===== src/rtl/pipe_stage_reg_if.sv =====
// pipe_stage_reg_if: bundle of the inter-stage pipeline register's bus signals.
// The master side (upstream stage / hazard unit) drives the *_i slot plus
// stall/flush and observes the registered slot; the slave side (the register)
// does the reverse.
//   stall, flush        hold / bubble control
//   *_i                 incoming slot: valid, ir, pc, rt, ao, md, a2, a3,
//                       tnew, wd_sel, exc_code, bd, exc_new, exc_code_new
//   valid..bd           registered slot, wd = pre-selected forwarding value
//   wd_rdy              combinational: forwarding value usable now
interface pipe_stage_reg_if #(
    parameter int unsigned DW = 32,
    parameter int unsigned RW = 5,
    parameter int unsigned TW = 3,
    parameter int unsigned EW = 5
);
    // control
    logic          stall;
    logic          flush;
    // incoming slot
    logic          valid_i;
    logic [DW-1:0] ir_i;
    logic [DW-1:0] pc_i;
    logic [DW-1:0] rt_i;
    logic [DW-1:0] ao_i;
    logic [DW-1:0] md_i;
    logic [RW-1:0] a2_i;
    logic [RW-1:0] a3_i;
    logic [TW-1:0] tnew_i;
    logic [1:0]    wd_sel_i;
    logic [EW-1:0] exc_code_i;
    logic          bd_i;
    logic          exc_new_i;
    logic [EW-1:0] exc_code_new_i;
    // registered slot
    logic          valid;
    logic [DW-1:0] ir;
    logic [DW-1:0] pc;
    logic [DW-1:0] rt;
    logic [DW-1:0] ao;
    logic [DW-1:0] md;
    logic [DW-1:0] wd;
    logic [RW-1:0] a2;
    logic [RW-1:0] a3;
    logic [TW-1:0] tnew;
    logic [EW-1:0] exc_code;
    logic          bd;
    logic          wd_rdy;

    modport master (
        output stall, flush,
        output valid_i, ir_i, pc_i, rt_i, ao_i, md_i, a2_i, a3_i, tnew_i,
        output wd_sel_i, exc_code_i, bd_i, exc_new_i, exc_code_new_i,
        input  valid, ir, pc, rt, ao, md, wd, a2, a3, tnew, exc_code, bd,
        input  wd_rdy
    );

    modport slave (
        input  stall, flush,
        input  valid_i, ir_i, pc_i, rt_i, ao_i, md_i, a2_i, a3_i, tnew_i,
        input  wd_sel_i, exc_code_i, bd_i, exc_new_i, exc_code_new_i,
        output valid, ir, pc, rt, ao, md, wd, a2, a3, tnew, exc_code, bd,
        output wd_rdy
    );
endinterface


===== src/rtl/pipe_stage_reg.sv =====
// pipe_stage_reg: parametrised inter-stage pipeline register (E->M, M->W).
// Carries instruction, PC, operands, hazard fields (a2/a3/tnew) and a
// pre-selected forwarding value wd. Supports stall (hold), flush (bubble),
// exception-code merging with writeback suppression, and branch-delay flag.
//   clk   rising-edge clock
//   rst   synchronous active-high reset (highest priority)
//   bus   pipe_stage_reg_if.slave: stall/flush, incoming *_i slot,
//         registered slot outputs, combinational wd_rdy
module pipe_stage_reg #(
    parameter int unsigned DW      = 32,
    parameter int unsigned RW      = 5,
    parameter int unsigned TW      = 3,
    parameter int unsigned EW      = 5,
    parameter int unsigned PC_OFF  = 8,
    parameter bit          KEEP_PC = 1'b1
) (
    input  logic               clk,
    input  logic               rst,
    pipe_stage_reg_if.slave    bus
);

    localparam logic [1:0] WD_AO   = 2'd0;
    localparam logic [1:0] WD_MD   = 2'd1;
    localparam logic [1:0] WD_PC   = 2'd2;

    logic          valid_q;
    logic [DW-1:0] ir_q;
    logic [DW-1:0] pc_q;
    logic [DW-1:0] rt_q;
    logic [DW-1:0] ao_q;
    logic [DW-1:0] md_q;
    logic [DW-1:0] wd_q;
    logic [RW-1:0] a2_q;
    logic [RW-1:0] a3_q;
    logic [TW-1:0] tnew_q;
    logic [EW-1:0] exc_q;
    logic          bd_q;

    logic [EW-1:0] exc_merged_c;
    logic          exc_any_c;
    logic [DW-1:0] wd_sel_c;
    logic [TW-1:0] tnew_dec_c;

    // Load-path next values: merged exception, forwarding mux, tnew countdown
    always_comb begin
        exc_merged_c = bus.exc_code_i;
        if (bus.exc_code_i == '0) begin
            // an exception from an earlier stage takes precedence
            exc_merged_c = bus.exc_new_i ? bus.exc_code_new_i : '0;
        end
        exc_any_c = (exc_merged_c != '0);

        case (bus.wd_sel_i)
            WD_AO:   wd_sel_c = bus.ao_i;
            WD_MD:   wd_sel_c = bus.md_i;
            WD_PC:   wd_sel_c = bus.pc_i + DW'(PC_OFF);
            default: wd_sel_c = '0;
        endcase

        // saturating decrement: a ready result stays ready
        tnew_dec_c = (bus.tnew_i != '0) ? bus.tnew_i - TW'(1) : '0;
    end

    // Slot register: rst > flush > stall > load
    always_ff @(posedge clk) begin
        if (rst) begin
            valid_q <= 1'b0;
            ir_q    <= '0;
            pc_q    <= '0;
            rt_q    <= '0;
            ao_q    <= '0;
            md_q    <= '0;
            wd_q    <= '0;
            a2_q    <= '0;
            a3_q    <= '0;
            tnew_q  <= '0;
            exc_q   <= '0;
            bd_q    <= 1'b0;
        end else if (bus.flush) begin
            valid_q <= 1'b0;
            ir_q    <= '0;
            rt_q    <= '0;
            ao_q    <= '0;
            md_q    <= '0;
            wd_q    <= '0;
            a2_q    <= '0;
            a3_q    <= '0;
            tnew_q  <= '0;
            exc_q   <= '0;
            // bubble may keep PC/BD so a later exception still has an EPC
            pc_q    <= KEEP_PC ? bus.pc_i : '0;
            bd_q    <= KEEP_PC ? bus.bd_i : 1'b0;
        end else if (!bus.stall) begin
            valid_q <= bus.valid_i;
            ir_q    <= bus.ir_i;
            pc_q    <= bus.pc_i;
            rt_q    <= bus.rt_i;
            ao_q    <= bus.ao_i;
            md_q    <= bus.md_i;
            a2_q    <= bus.a2_i;
            bd_q    <= bus.bd_i;
            exc_q   <= exc_merged_c;
            // an excepting instruction must neither write back nor forward
            a3_q    <= exc_any_c ? '0 : bus.a3_i;
            tnew_q  <= exc_any_c ? '0 : tnew_dec_c;
            wd_q    <= exc_any_c ? '0 : wd_sel_c;
        end
    end

    assign bus.valid    = valid_q;
    assign bus.ir       = ir_q;
    assign bus.pc       = pc_q;
    assign bus.rt       = rt_q;
    assign bus.ao       = ao_q;
    assign bus.md       = md_q;
    assign bus.wd       = wd_q;
    assign bus.a2       = a2_q;
    assign bus.a3       = a3_q;
    assign bus.tnew     = tnew_q;
    assign bus.exc_code = exc_q;
    assign bus.bd       = bd_q;

    // Forwarding value is final and targets a real register
    assign bus.wd_rdy   = valid_q && (tnew_q == '0) && (a3_q != '0);

endmodule


===== src/flat_wrapper.sv =====
// flat-port wrapper written by rule: the top's interface ports become plain ports
module pipe_stage_reg_flat 
#(
    parameter int unsigned DW      = 32,
    parameter int unsigned RW      = 5,
    parameter int unsigned TW      = 3,
    parameter int unsigned EW      = 5,
    parameter int unsigned PC_OFF  = 8,
    parameter bit          KEEP_PC = 1'b1
)
  (clk, rst, bus_stall, bus_flush, bus_valid_i, bus_ir_i, bus_pc_i, bus_rt_i, bus_ao_i, bus_md_i, bus_a2_i, bus_a3_i, bus_tnew_i, bus_wd_sel_i, bus_exc_code_i, bus_bd_i, bus_exc_new_i, bus_exc_code_new_i, bus_valid, bus_ir, bus_pc, bus_rt, bus_ao, bus_md, bus_wd, bus_a2, bus_a3, bus_tnew, bus_exc_code, bus_bd, bus_wd_rdy);
  pipe_stage_reg_if #(.DW(DW), .RW(RW), .TW(TW), .EW(EW)) bus_i ();
  input  logic clk;
  input  logic rst;
  input wire logic [$bits(bus_i.stall)-1:0] bus_stall;
  input wire logic [$bits(bus_i.flush)-1:0] bus_flush;
  input wire logic [$bits(bus_i.valid_i)-1:0] bus_valid_i;
  input wire logic [$bits(bus_i.ir_i)-1:0] bus_ir_i;
  input wire logic [$bits(bus_i.pc_i)-1:0] bus_pc_i;
  input wire logic [$bits(bus_i.rt_i)-1:0] bus_rt_i;
  input wire logic [$bits(bus_i.ao_i)-1:0] bus_ao_i;
  input wire logic [$bits(bus_i.md_i)-1:0] bus_md_i;
  input wire logic [$bits(bus_i.a2_i)-1:0] bus_a2_i;
  input wire logic [$bits(bus_i.a3_i)-1:0] bus_a3_i;
  input wire logic [$bits(bus_i.tnew_i)-1:0] bus_tnew_i;
  input wire logic [$bits(bus_i.wd_sel_i)-1:0] bus_wd_sel_i;
  input wire logic [$bits(bus_i.exc_code_i)-1:0] bus_exc_code_i;
  input wire logic [$bits(bus_i.bd_i)-1:0] bus_bd_i;
  input wire logic [$bits(bus_i.exc_new_i)-1:0] bus_exc_new_i;
  input wire logic [$bits(bus_i.exc_code_new_i)-1:0] bus_exc_code_new_i;
  output wire logic [$bits(bus_i.valid)-1:0] bus_valid;
  output wire logic [$bits(bus_i.ir)-1:0] bus_ir;
  output wire logic [$bits(bus_i.pc)-1:0] bus_pc;
  output wire logic [$bits(bus_i.rt)-1:0] bus_rt;
  output wire logic [$bits(bus_i.ao)-1:0] bus_ao;
  output wire logic [$bits(bus_i.md)-1:0] bus_md;
  output wire logic [$bits(bus_i.wd)-1:0] bus_wd;
  output wire logic [$bits(bus_i.a2)-1:0] bus_a2;
  output wire logic [$bits(bus_i.a3)-1:0] bus_a3;
  output wire logic [$bits(bus_i.tnew)-1:0] bus_tnew;
  output wire logic [$bits(bus_i.exc_code)-1:0] bus_exc_code;
  output wire logic [$bits(bus_i.bd)-1:0] bus_bd;
  output wire logic [$bits(bus_i.wd_rdy)-1:0] bus_wd_rdy;
  assign bus_i.stall = bus_stall;
  assign bus_i.flush = bus_flush;
  assign bus_i.valid_i = bus_valid_i;
  assign bus_i.ir_i = bus_ir_i;
  assign bus_i.pc_i = bus_pc_i;
  assign bus_i.rt_i = bus_rt_i;
  assign bus_i.ao_i = bus_ao_i;
  assign bus_i.md_i = bus_md_i;
  assign bus_i.a2_i = bus_a2_i;
  assign bus_i.a3_i = bus_a3_i;
  assign bus_i.tnew_i = bus_tnew_i;
  assign bus_i.wd_sel_i = bus_wd_sel_i;
  assign bus_i.exc_code_i = bus_exc_code_i;
  assign bus_i.bd_i = bus_bd_i;
  assign bus_i.exc_new_i = bus_exc_new_i;
  assign bus_i.exc_code_new_i = bus_exc_code_new_i;
  assign bus_valid = bus_i.valid;
  assign bus_ir = bus_i.ir;
  assign bus_pc = bus_i.pc;
  assign bus_rt = bus_i.rt;
  assign bus_ao = bus_i.ao;
  assign bus_md = bus_i.md;
  assign bus_wd = bus_i.wd;
  assign bus_a2 = bus_i.a2;
  assign bus_a3 = bus_i.a3;
  assign bus_tnew = bus_i.tnew;
  assign bus_exc_code = bus_i.exc_code;
  assign bus_bd = bus_i.bd;
  assign bus_wd_rdy = bus_i.wd_rdy;
  pipe_stage_reg #(.DW(DW), .RW(RW), .TW(TW), .EW(EW), .PC_OFF(PC_OFF), .KEEP_PC(KEEP_PC)) u_core (.clk(clk), .rst(rst), .bus(bus_i));
endmodule

===== config.mk =====
export PLATFORM = sky130hd
export DESIGN_NAME = pipe_stage_reg_flat
export DESIGN_NICKNAME = d
export VERILOG_FILES = /design/src/rtl/pipe_stage_reg_if.sv /design/src/rtl/pipe_stage_reg.sv /design/src/flat_wrapper.sv
export SDC_FILE = /design/constraint.sdc
export NUM_CORES = 1
export LEC_CHECK = 0
export BUFFER_PORTS_ARGS = -buffer_cell sky130_fd_sc_hd__buf_2
export CAP_MARGIN = 10
export CORE_AREA = 8 8 153 155
export DETAILED_ROUTE_END_ITERATION = 8
export DIE_AREA = 0 0 161 163
export PLACE_DENSITY_LB_ADDON = 0.12
export SYNTH_ARGS = -nofsm -noshare
export SYNTH_HDL_FRONTEND = slang
export SYNTH_SLANG_ARGS = --single-unit
export TNS_END_PERCENT = 5

===== constraint.sdc =====
create_clock -name clk -period 2.3 [get_ports clk]
set_input_delay 0.23 -clock clk [delete_from_list [all_inputs] [get_ports clk]]
set_output_delay 0.23 -clock clk [all_outputs]
set_load 0.1 [all_outputs]

==> impl_metrics.ini, run 1 <==
[yosys]
synth_xor_area_share_pct = 2.554
synthesis.area_sq_um = 8573
synthCells = 935
yosys.area_share.adder_pct = 0.4378
synthSimpleGateAreaFrac_pct = 17.19
ys_seq_area_share_pct = 49.50
yosys-top-cells-area = dfxtp_1 50%, mux2i_1 18%, nor2_1 8.3%
yosysTopAreaCell = dfxtp_1
synth_compound_area_share_pct = 9.180
syn-num-nets = 1130
synth-main-ff-cell = dfxtp_1
yosys_warnings = 0
synth_top_family_by_area = multiplexers
ys_seq_elements = 212
muxShareOfSynthArea_pct = 17.99
synth_cell_types = 47
synth_edf_count = 0
avgSynthCellArea_sq_um = 9.169
synth_top_area_share_pct = 49.50
async_flop_share_pct = 0

[timing]
slew_violations = 0
slew_headroom_pct = 45.44
fin_setup_tns_ns = 0
finalCritPeriodShare_pct = 95.42
finalSetupViolCount = 0
rsz0062_at_grt = no
tightest_slew_ns = 0.8184
min_period_ns = 2.195
clock_skew_ns = 0
hold_viol = 0
fmax_ghz = 0.4556

[drt]
routedWlPerCell_um = 18.91
drc_errors = 0
vias = 8673
detail_route.iter0.violations = 629
wirelength_um = 33400
vias_per_cell = 4.911
firstDrtPassIters = 5
postRouteAntennaNets = 0

[finish]
syn_to_final_growth_pct = 54.01
layout.nets = 1667
final_cell_mix = 402 x buf_2, 211 x dfxtp_1, 189 x nor2_1, 153 x mux2i_1, 150 x dlygate4sd3_1
drive_above_1_share_pct = 32.24
final_common_cell = buf_2
final_util_pct = 63.41

[clocking]
insertion_delay_ns = 0.51
cts_tree = done
h-tree-depth = 1
cts_setup_buffers = 0
path_clk_slew_ns = 0.06
clock_sinks = 212
cts_made_buffers = 24
clk_path_buf_depth = 3
cts_root_buffer = clkbuf_16

[die]
core_area_sq_um = 20820
chipHeight_um = 163
dieArea_sq_um = 26240
row_count = 53
num_io_pins = 405
chipWidth_um = 161
start_util_pct = 41.17

[global_routing]
antenna_found_initial = 2
grt_usage_pct = 24.26
grt_pass1_vias = 9118
grt_max_degree = 161
grt_pass1_wl_um = 51270
overflow = 0

[pwr]
combPwrFrac_pct = 20.7
p_clk_share_pct = 39.3
cellLeakagePower_nw = 6.472
peakVddDrop_mv = 0.6128
p_sw_share_pct = 30.85
p_sw_mw = 2.966
p_total_mw = 9.616
power.share.sequential_pct = 40.0
cellPowerDensity_nw_per_um2 = 728.2
internal_power_mw = 6.650

[critical_path]
endpoint_kind = output port
cp.arrival_ns = 1.96
required_ns = 2.07
r2r-start = u_core.bus.wd[27]$_SDFFE_PP0N_
path_class = flop to output port
cp_max_fo = 3
r2r_slack_ns = 1.44
start_kind = flop
r2r.worst_path.cells = 2
r2r_end = u_core.bus.wd[27]$_SDFFE_PP0N_

[place]
numPortBuffers = 404
globalplace.congestion = 0.8272
dp_hpwl_um = 23920

[outcome]
status = complete, no violations

[worst_hold_path]
hp-class = input pin to flop
holdCritStartpoint = bus_md_i[14]
holdPathStages = 3
hold_end = u_core.bus.md[14]$_SDFFE_PP0N_

[flow_run]
maxCapViolCount = 0
[registers in the layout, summed over array words and instances, names as in the netlist]
name                 count
u_core.bus.ao           32
u_core.bus.bd            1
u_core.bus.valid         1
u_core.bus.exc_code      5
u_core.bus.a2            5
u_core.bus.a3            5
u_core.bus.rt           32
u_core.bus.ir           32
u_core.bus.wd           32
u_core.bus.md           32
u_core.bus.tnew          3
u_core.bus.pc           32
[synthesized netlist by cell type, types with 2 or more instances]
master and number:
nor3b_1 2, nor2b_1 3, dfxtp_1 212, ha_1 3, o22ai_1 4, xnor2_1 19, a21oi_1 57, nor3_2 2
nand4_1 11, nand2_1 90, nor3_1 8, nand2b_1 3, mux2i_1 153, a221oi_1 4, nor2_1 189, a32o_1 4
clkbuf_1 54, a211oi_1 7, a221o_1 5, buf_1 6, a22oi_1 16, o21ai_0 21, and3_1 6, xor2_1 6
inv_1 7, nor4_1 2, nand3_1 17, buf_2 2, a32oi_1 4
[power groups by stage]
stage               sequential, mW  combinational (mW)  clock, mW
CTS                           3.84                2.00       3.88
global placement              3.92                1.78          0
detailed placement            3.92                1.79          0
floorplan                     4.76               0.464          0
global route                  3.86                2.10       4.04
finish                        3.85                1.99       3.78
[per-stage QoR]
stage | setup WS [ns] | hold slack (ns) | cells | area, sq um
after global placement | 0.2770 | 0.4348 | 1571 | 10900
final | 0.1053 | 0.001673 | 1766 | 13200
after CTS | 0.08963 | 0.0001134 | 1764 | 13200
after detailed placement | 0.2506 | 0.4408 | 1571 | 10900
after global routing | 0.03628 | 0.01467 | 1766 | 13200
after floorplan | 0.05192 | 0.3705 | 935 | 8586
[cell families after synthesis]
logic type / Yosys count
compound gates: 126
simple gates: 345
fa+ha+maj: 3
buf+inv: 70
flops: 212
mux: 154
xor+xnor: 25
[worst max-delay path: stages, from the launching register on]
cell and delay [ns]:
dfxtp_1 0.32, or4b_2 0.70, a21oi_4 0.13, buf_4 0.30
[what timing repair did]
action	in CTS	in global routing
endpoints found under the setup margin	1	0
hold endpoints to repair	154	0
gates resized for setup	1	0
hold buffers	150	0
[layer usage]
layer / vias to the layer above / GRT usage, % / share of wire [%]
met5: - / 0 / 0
met4: 0 / 9.133 / 3.2
met3: 66 / 7.356 / 8.5
met2: 348 / 42.53 / 50
met1: 3984 / 27.33 / 38
li1: 4275 / - / -
[worst max path at each step]
stage | startpoint | endpoint | slack (ns) | depth (start not counted)
after floorplan | u_core.bus.tnew[2]$_SDFFE_PP0N_ | bus_wd_rdy | 0.05 | 2
after global placement | bus_pc_i[3] | u_core.bus.wd[27]$_SDFFE_PP0N_ | 0.28 | 9
after detailed placement | bus_pc_i[3] | u_core.bus.wd[27]$_SDFFE_PP0N_ | 0.25 | 9
after CTS | u_core.bus.tnew[2]$_SDFFE_PP0N_ | bus_wd_rdy | 0.09 | 3
after global routing | u_core.bus.tnew[2]$_SDFFE_PP0N_ | bus_wd_rdy | 0.04 | 3
final | u_core.bus.tnew[2]$_SDFFE_PP0N_ | bus_wd_rdy | 0.11 | 3
[final cells by class]
type | instances | area (sq um)
fillers | 1744 | 7619
flip-flops and latches | 212 | 4245
multi-input cells | 653 | 4079
repair buffers | 574 | 3711
clock buffers | 38 | 764.5
well taps | 275 | 344.1
clock inverters | 5 | 28.78
inverters | 7 | 26.28
diodes | 2 | 5.005
No activity file was read; power rests on OpenSTA's default activity.
==> run 2, diff against run 1 <==
--- a/config.mk
+++ b/config.mk
@@ -5,11 +5,12 @@
 export SDC_FILE = /design/constraint.sdc
 export NUM_CORES = 1
 export LEC_CHECK = 0
+export ABC_AREA = 1
 export BUFFER_PORTS_ARGS = -buffer_cell sky130_fd_sc_hd__buf_2
 export CAP_MARGIN = 10
-export CORE_AREA = 8 8 153 155
+export CORE_AREA = 8 8 151 153
 export DETAILED_ROUTE_END_ITERATION = 8
-export DIE_AREA = 0 0 161 163
+export DIE_AREA = 0 0 159 161
 export PLACE_DENSITY_LB_ADDON = 0.12
 export SYNTH_ARGS = -nofsm -noshare
 export SYNTH_HDL_FRONTEND = slang
==> run 2 against run 1 <==
Net effect:
- non-clock buffer count down 6
- fmax up 6.0%
- final area up 1.9%
- clock power up 9.5%
- final cell count up 18%
- synthesized cell count up 35%
- sequential cell count unchanged
- synthesized area up 3.3%
- global-route usage up 1.9 points
- die area down 2.5%
- highest routed layer unchanged
==> impl_metrics.ini, run 2 <==
[outcome]
status = complete, no violations

[global_routing]
grt_max_degree = 156
overflow = 0
grt_pass1_wl_um = 54540
grt_pass1_vias = 10000
grt_usage_pct = 26.16
antenna_found_initial = 4

[timing]
min_period_ns = 2.071
finalSetupViolCount = 0
fin_ws_ns = 0.2292
slew_violations = 0
finalCritPeriodShare_pct = 90.03
fmax_ghz = 0.4829
fin_setup_tns_ns = 0
slew_headroom_pct = 51.25
clock_skew_ns = 0
rsz0062_at_grt = no
hold_viol = 0
fin_worst_hold_slack_ns = 0.01872
tightest_slew_ns = 0.7312

[critical_path]
start_kind = flop
endpoint_kind = output port
r2r_end = u_core.bus.rt[25]$_SDFFE_PP0N_
required_ns = 2.07
r2r_slack_ns = 1.56
r2r.worst_path.cells = 2
cp_max_fo = 3
path_class = flop to output port
cp.arrival_ns = 1.84
r2r-start = u_core.bus.rt[25]$_SDFFE_PP0N_

[drt]
wirelength_um = 35810
detail_route.iter0.violations = 723
vias = 10330
drc_errors = 0
vias_per_cell = 4.969
routedWlPerCell_um = 17.23
firstDrtPassIters = 8
postRouteAntennaNets = 0

[die]
chipWidth_um = 159
dieArea_sq_um = 25600
start_util_pct = 43.10
row_count = 53
chipHeight_um = 161
core_area_sq_um = 20560
num_io_pins = 405

[finish]
register_area_sq_um = 4244
final_area_sq_um = 13460
layout.nets = 1976
syn_to_final_growth_pct = 51.91
fillers = 1812
final_cell_mix = 462 x nand2_1, 403 x buf_2, 212 x dfxtp_1, 183 x a21oi_1, 149 x dlygate4sd3_1
final_util_pct = 65.47
multiInputGateArea_sq_um = 3970
drive_above_1_share_pct = 26.90
final_common_cell = nand2_1

[clocking]
insertion_delay_ns = 0.51
clock_sinks = 212
clk_path_buf_depth = 3
cts_tree = done
cts_root_buffer = clkbuf_16
cts_made_buffers = 25
h-tree-depth = 1
path_clk_slew_ns = 0.06

[pwr]
cellPowerDensity_nw_per_um2 = 746.2
peakVddDrop_mv = 0.6510
cellLeakagePower_nw = 6.452

[yosys]
synth_cell_types = 31
synth_most_common_cell = nand2_1
syn-num-nets = 1456
yosys-top-cells-area = dfxtp_1 48%, nand2_1 20%, a21oi_1 10%
synth_edf_count = 0
avgSynthCellArea_sq_um = 7.026
synthesis.area_sq_um = 8860
ys_seq_area_share_pct = 47.90
synth-main-ff-cell = dfxtp_1
synth_top_area_share_pct = 47.90
synth_commonest_cells = 462 x nand2_1, 212 x dfxtp_1, 183 x a21oi_1, 84 x inv_1, 75 x nor2_1
ys_seq_elements = 212
synthCells = 1261
async_flop_share_pct = 0
yosys_warnings = 0
yosysTopAreaCell = dfxtp_1

[worst_hold_path]
hold_end = u_core.bus.pc[19]$_SDFFE_PP0P_
holdCritStartpoint = bus_pc_i[19]
hp-class = input pin to flop
holdPathStages = 3

[place]
numPortBuffers = 404
postPlaceCellArea_sq_um = 11090
dp_hpwl_um = 25000
globalplace.congestion = 0.9018
place_ws_ns = 0.6072

[flow_run]
maxCapViolCount = 0
run 2: cell families (layout without fill, tap and decap cells):
| family | Yosys count | in the layout | synth area share, % |
|---|---|---|---|
| xor+xnor | 1 | 1 | 0.09887 |
| fa+ha+maj | 3 | 3 | 0.4237 |
| other cells | 0 | 4 | 0 |
| buf+inv | 161 | 699 | 7.315 |
| compound gates | 268 | 268 | 16.33 |
| flops | 212 | 212 | 47.90 |
| simple gates | 616 | 616 | 27.93 |
run 2: cell type report:
class                      instances  area share, %
inverter                          86          2.436
tap                              275          2.556
sequential                       212          31.53
clock buffer                      31          5.113
antenna                            4        0.07437
multi-input combinational        888          29.50
clock inverter                    14          1.367
timing repair buffer             568          27.42
run 2: stage by stage:
stage | power, mW | instances
final | 10.04 | 2078
after CTS | 10.12 | 2074
after detailed placement | 5.756 | 1880
after global placement | 5.750 | 1880
after floorplan | 5.258 | 1261
after global routing | 10.39 | 2078
run 2: worst max-delay path by stage:
stage,end,slack [ns],startpoint,depth (start not counted)
floorplan,bus_wd_rdy,0.16,u_core.bus.a3[1]$_SDFFE_PP0N_,3
finish,bus_wd_rdy,0.23,u_core.bus.a3[1]$_SDFFE_PP0N_,4
CTS,bus_wd_rdy,0.19,u_core.bus.a3[1]$_SDFFE_PP0N_,4
global placement,u_core.bus.wd[25]$_SDFFE_PP0N_,0.66,bus_pc_i[3],12
global route,bus_wd_rdy,0.09,u_core.bus.a3[1]$_SDFFE_PP0N_,4
detailed placement,u_core.bus.wd[5]$_SDFFE_PP0N_,0.61,bus_exc_new_i,11
run 2: routing by layer:
metal,vias up,global-route usage [%],share of wire (%)
li1,5099,-,-
met4,0,11.84,4.5
met1,4676,31.97,41
met2,447,42.89,46
met3,104,6.617,8.2
met5,-,0,0
run 2: timing repair:
item | 4_1_cts | 5_1_grt
hold endpoints to repair | 149 | 0
hold buffers | 149 | 0
buffers inserted | 0 | 0
resized for setup | 0 | 0
run 2: report_power, final:
group          internal [mW]  switching [mW]  leakage, nW
logic                  0.535            1.51         4.29
clock network           2.58            1.57        0.433
registers               3.80          0.0618         1.73
total                   6.91            3.14         6.45
run 2: worst max-delay path: stages, from the launching register on:
cell      delay (ns)
dfxtp_1         0.32
or3_1           0.35
o311ai_0        0.28
inv_1           0.07
buf_2           0.30
==> run 3, diff against run 2 <==
--- a/config.mk
+++ b/config.mk
@@ -12,6 +12,7 @@
 export DETAILED_ROUTE_END_ITERATION = 8
 export DIE_AREA = 0 0 159 161
 export PLACE_DENSITY_LB_ADDON = 0.12
+export SETUP_SLACK_MARGIN = 0.5
 export SYNTH_ARGS = -nofsm -noshare
 export SYNTH_HDL_FRONTEND = slang
 export SYNTH_SLANG_ARGS = --single-unit
==> run 3 against run 2 <==
Net effect:
- final cell count down 0.63%
- hold slack got worse by 0.012 ns
- critical path depth stayed put
- critical path type unchanged
==> impl_metrics.ini, run 3 (same netlist as run 2, synthesis figures left out) <==
[finish]
fillers = 1889
multiInputGateArea_sq_um = 3995
drive_above_1_share_pct = 27.38
final_cell_mix = 462 x nand2_1, 402 x buf_2, 206 x dfxtp_1, 183 x a21oi_1, 138 x dlygate4sd3_1
final_common_cell = nand2_1
final_area_sq_um = 13290
layout.nets = 1967
register_area_sq_um = 4252
syn_to_final_growth_pct = 49.95

[global_routing]
overflow = 0
grt_pass1_wl_um = 54190
grt_max_degree = 156
grt_usage_pct = 26.06
grt_pass1_vias = 10080
antenna_found_initial = 4

[timing]
tightest_slew_ns = 0.7730
clock_skew_ns = 0
fin_worst_hold_slack_ns = 0.006424
slew_headroom_pct = 48.35
fin_setup_tns_ns = 0
fmax_ghz = 0.4971
finalCritPeriodShare_pct = 87.46
hold_viol = 0
finalSetupViolCount = 0
fin_ws_ns = 0.2884
rsz0062_at_grt = yes
min_period_ns = 2.012
slew_violations = 0

[worst_hold_path]
hp-class = input pin to flop
holdPathStages = 3

[place]
postPlaceCellArea_sq_um = 11080
numPortBuffers = 404
dp_hpwl_um = 25230
globalplace.congestion = 0.8881
place_ws_ns = 0.4468

[critical_path]
cp.arrival_ns = 1.78
start_kind = flop
r2r.worst_path.cells = 3
cp_max_fo = 2
endpoint_kind = output port
path_class = flop to output port
required_ns = 2.07

[pwr]
p_total_mw = 9.607
cellLeakagePower_nw = 6.347
peakVddDrop_mv = 0.6391
cellPowerDensity_nw_per_um2 = 723.1

[outcome]
status = complete, no violations

[clocking]
path_clk_slew_ns = 0.06
clock_sinks = 212
cts_root_buffer = clkbuf_16
clk_path_buf_depth = 3
h-tree-depth = 1
cts_made_buffers = 24
insertion_delay_ns = 0.52
cts_tree = done

[die]
chipHeight_um = 161
start_util_pct = 43.10
chipWidth_um = 159
core_area_sq_um = 20560
dieArea_sq_um = 25600
num_io_pins = 405
row_count = 53

[drt]
routedWlPerCell_um = 17.41
postRouteAntennaNets = 0
wirelength_um = 35940
vias = 10240
firstDrtPassIters = 7
detail_route.iter0.violations = 630
vias_per_cell = 4.959
drc_errors = 0

[flow_run]
maxCapViolCount = 0
[run 3: changes by cell type in the layout (fill, tap and decap cells not counted), moves of 2 or more]
cell           delta
buf_4             +5
bufinv_16         -3
clkbuf_1          +2
clkinv_2          -3
clkinvlp_4        +2
dfxtp_1           -6
dfxtp_2           +6
dlygate4sd3_1    -11
inv_6             -3
[run 3: per-stage QoR]
step / std cells / utilization (%)
finish: 2065 / 64.63
global placement: 1882 / 53.90
floorplan: 1261 / -
global route: 2065 / 64.63
detailed placement: 1882 / 53.90
CTS: 2060 / 64.40
[run 3: path summary, 6_finish.rpt]
path                                      start                              to  slack (ns)
setup reg to reg  u_core.bus.a3[3]$_SDFFE_PP0N_   u_core.bus.a3[3]$_SDFFE_PP0N_        1.52
hold / removal                     bus_md_i[11]  u_core.bus.md[11]$_SDFFE_PP0N_       0.006
hold reg to reg   u_core.bus.pc[0]$_SDFFE_PP0P_   u_core.bus.pc[0]$_SDFFE_PP0P_        0.46
setup / recovery  u_core.bus.a3[3]$_SDFFE_PP0N_                      bus_wd_rdy        0.29
[run 3: final cells by class]
class	instances	area share, %
Clock inverter	7	0.5086
Sequential cell	212	32.00
Clock buffer	33	5.236
Tap cell	275	2.590
Inverter	86	2.468
Antenna cell	4	0.07534
Timing Repair Buffer	560	27.05
Multi-Input combinational cell	888	30.07
[run 3: report_power, final]
part	internal, mW	switching [mW]
registers	3.80	0.0613
logic	0.521	1.50
clock network	2.21	1.52
total	6.53	3.08
[run 3: repair_timing]
| action | in CTS | in global routing |
|---|---|---|
| gates resized for setup | 4 | 5 |
| hold endpoints to repair | 138 | 0 |
| hold buffers | 138 | 0 |
| setup buffers | 0 | 1 |
| pin swaps | 0 | 2 |
| setup endpoints to repair | 1 | 2 |
[run 3: metal layers]
| metal | share of wire (%) | wire length (um) | up-vias | GRT usage (%) |
|---|---|---|---|---|
| li1 | - | - | 5069 | - |
| met1 | 40 | 14430 | 4599 | 31.41 |
| met2 | 46 | 16500 | 483 | 41.96 |
| met3 | 10 | 3626 | 89 | 8.348 |
| met4 | 3.9 | 1385 | 0 | 11.79 |
| met5 | 0 | 0 | - | 0 |
[run 3: worst max-delay path: stages, from the launching register on]
cell	delay (ns)
dfxtp_2	0.32
or3_4	0.39
o311ai_4	0.29
inv_2	0.08
buf_12	0.17
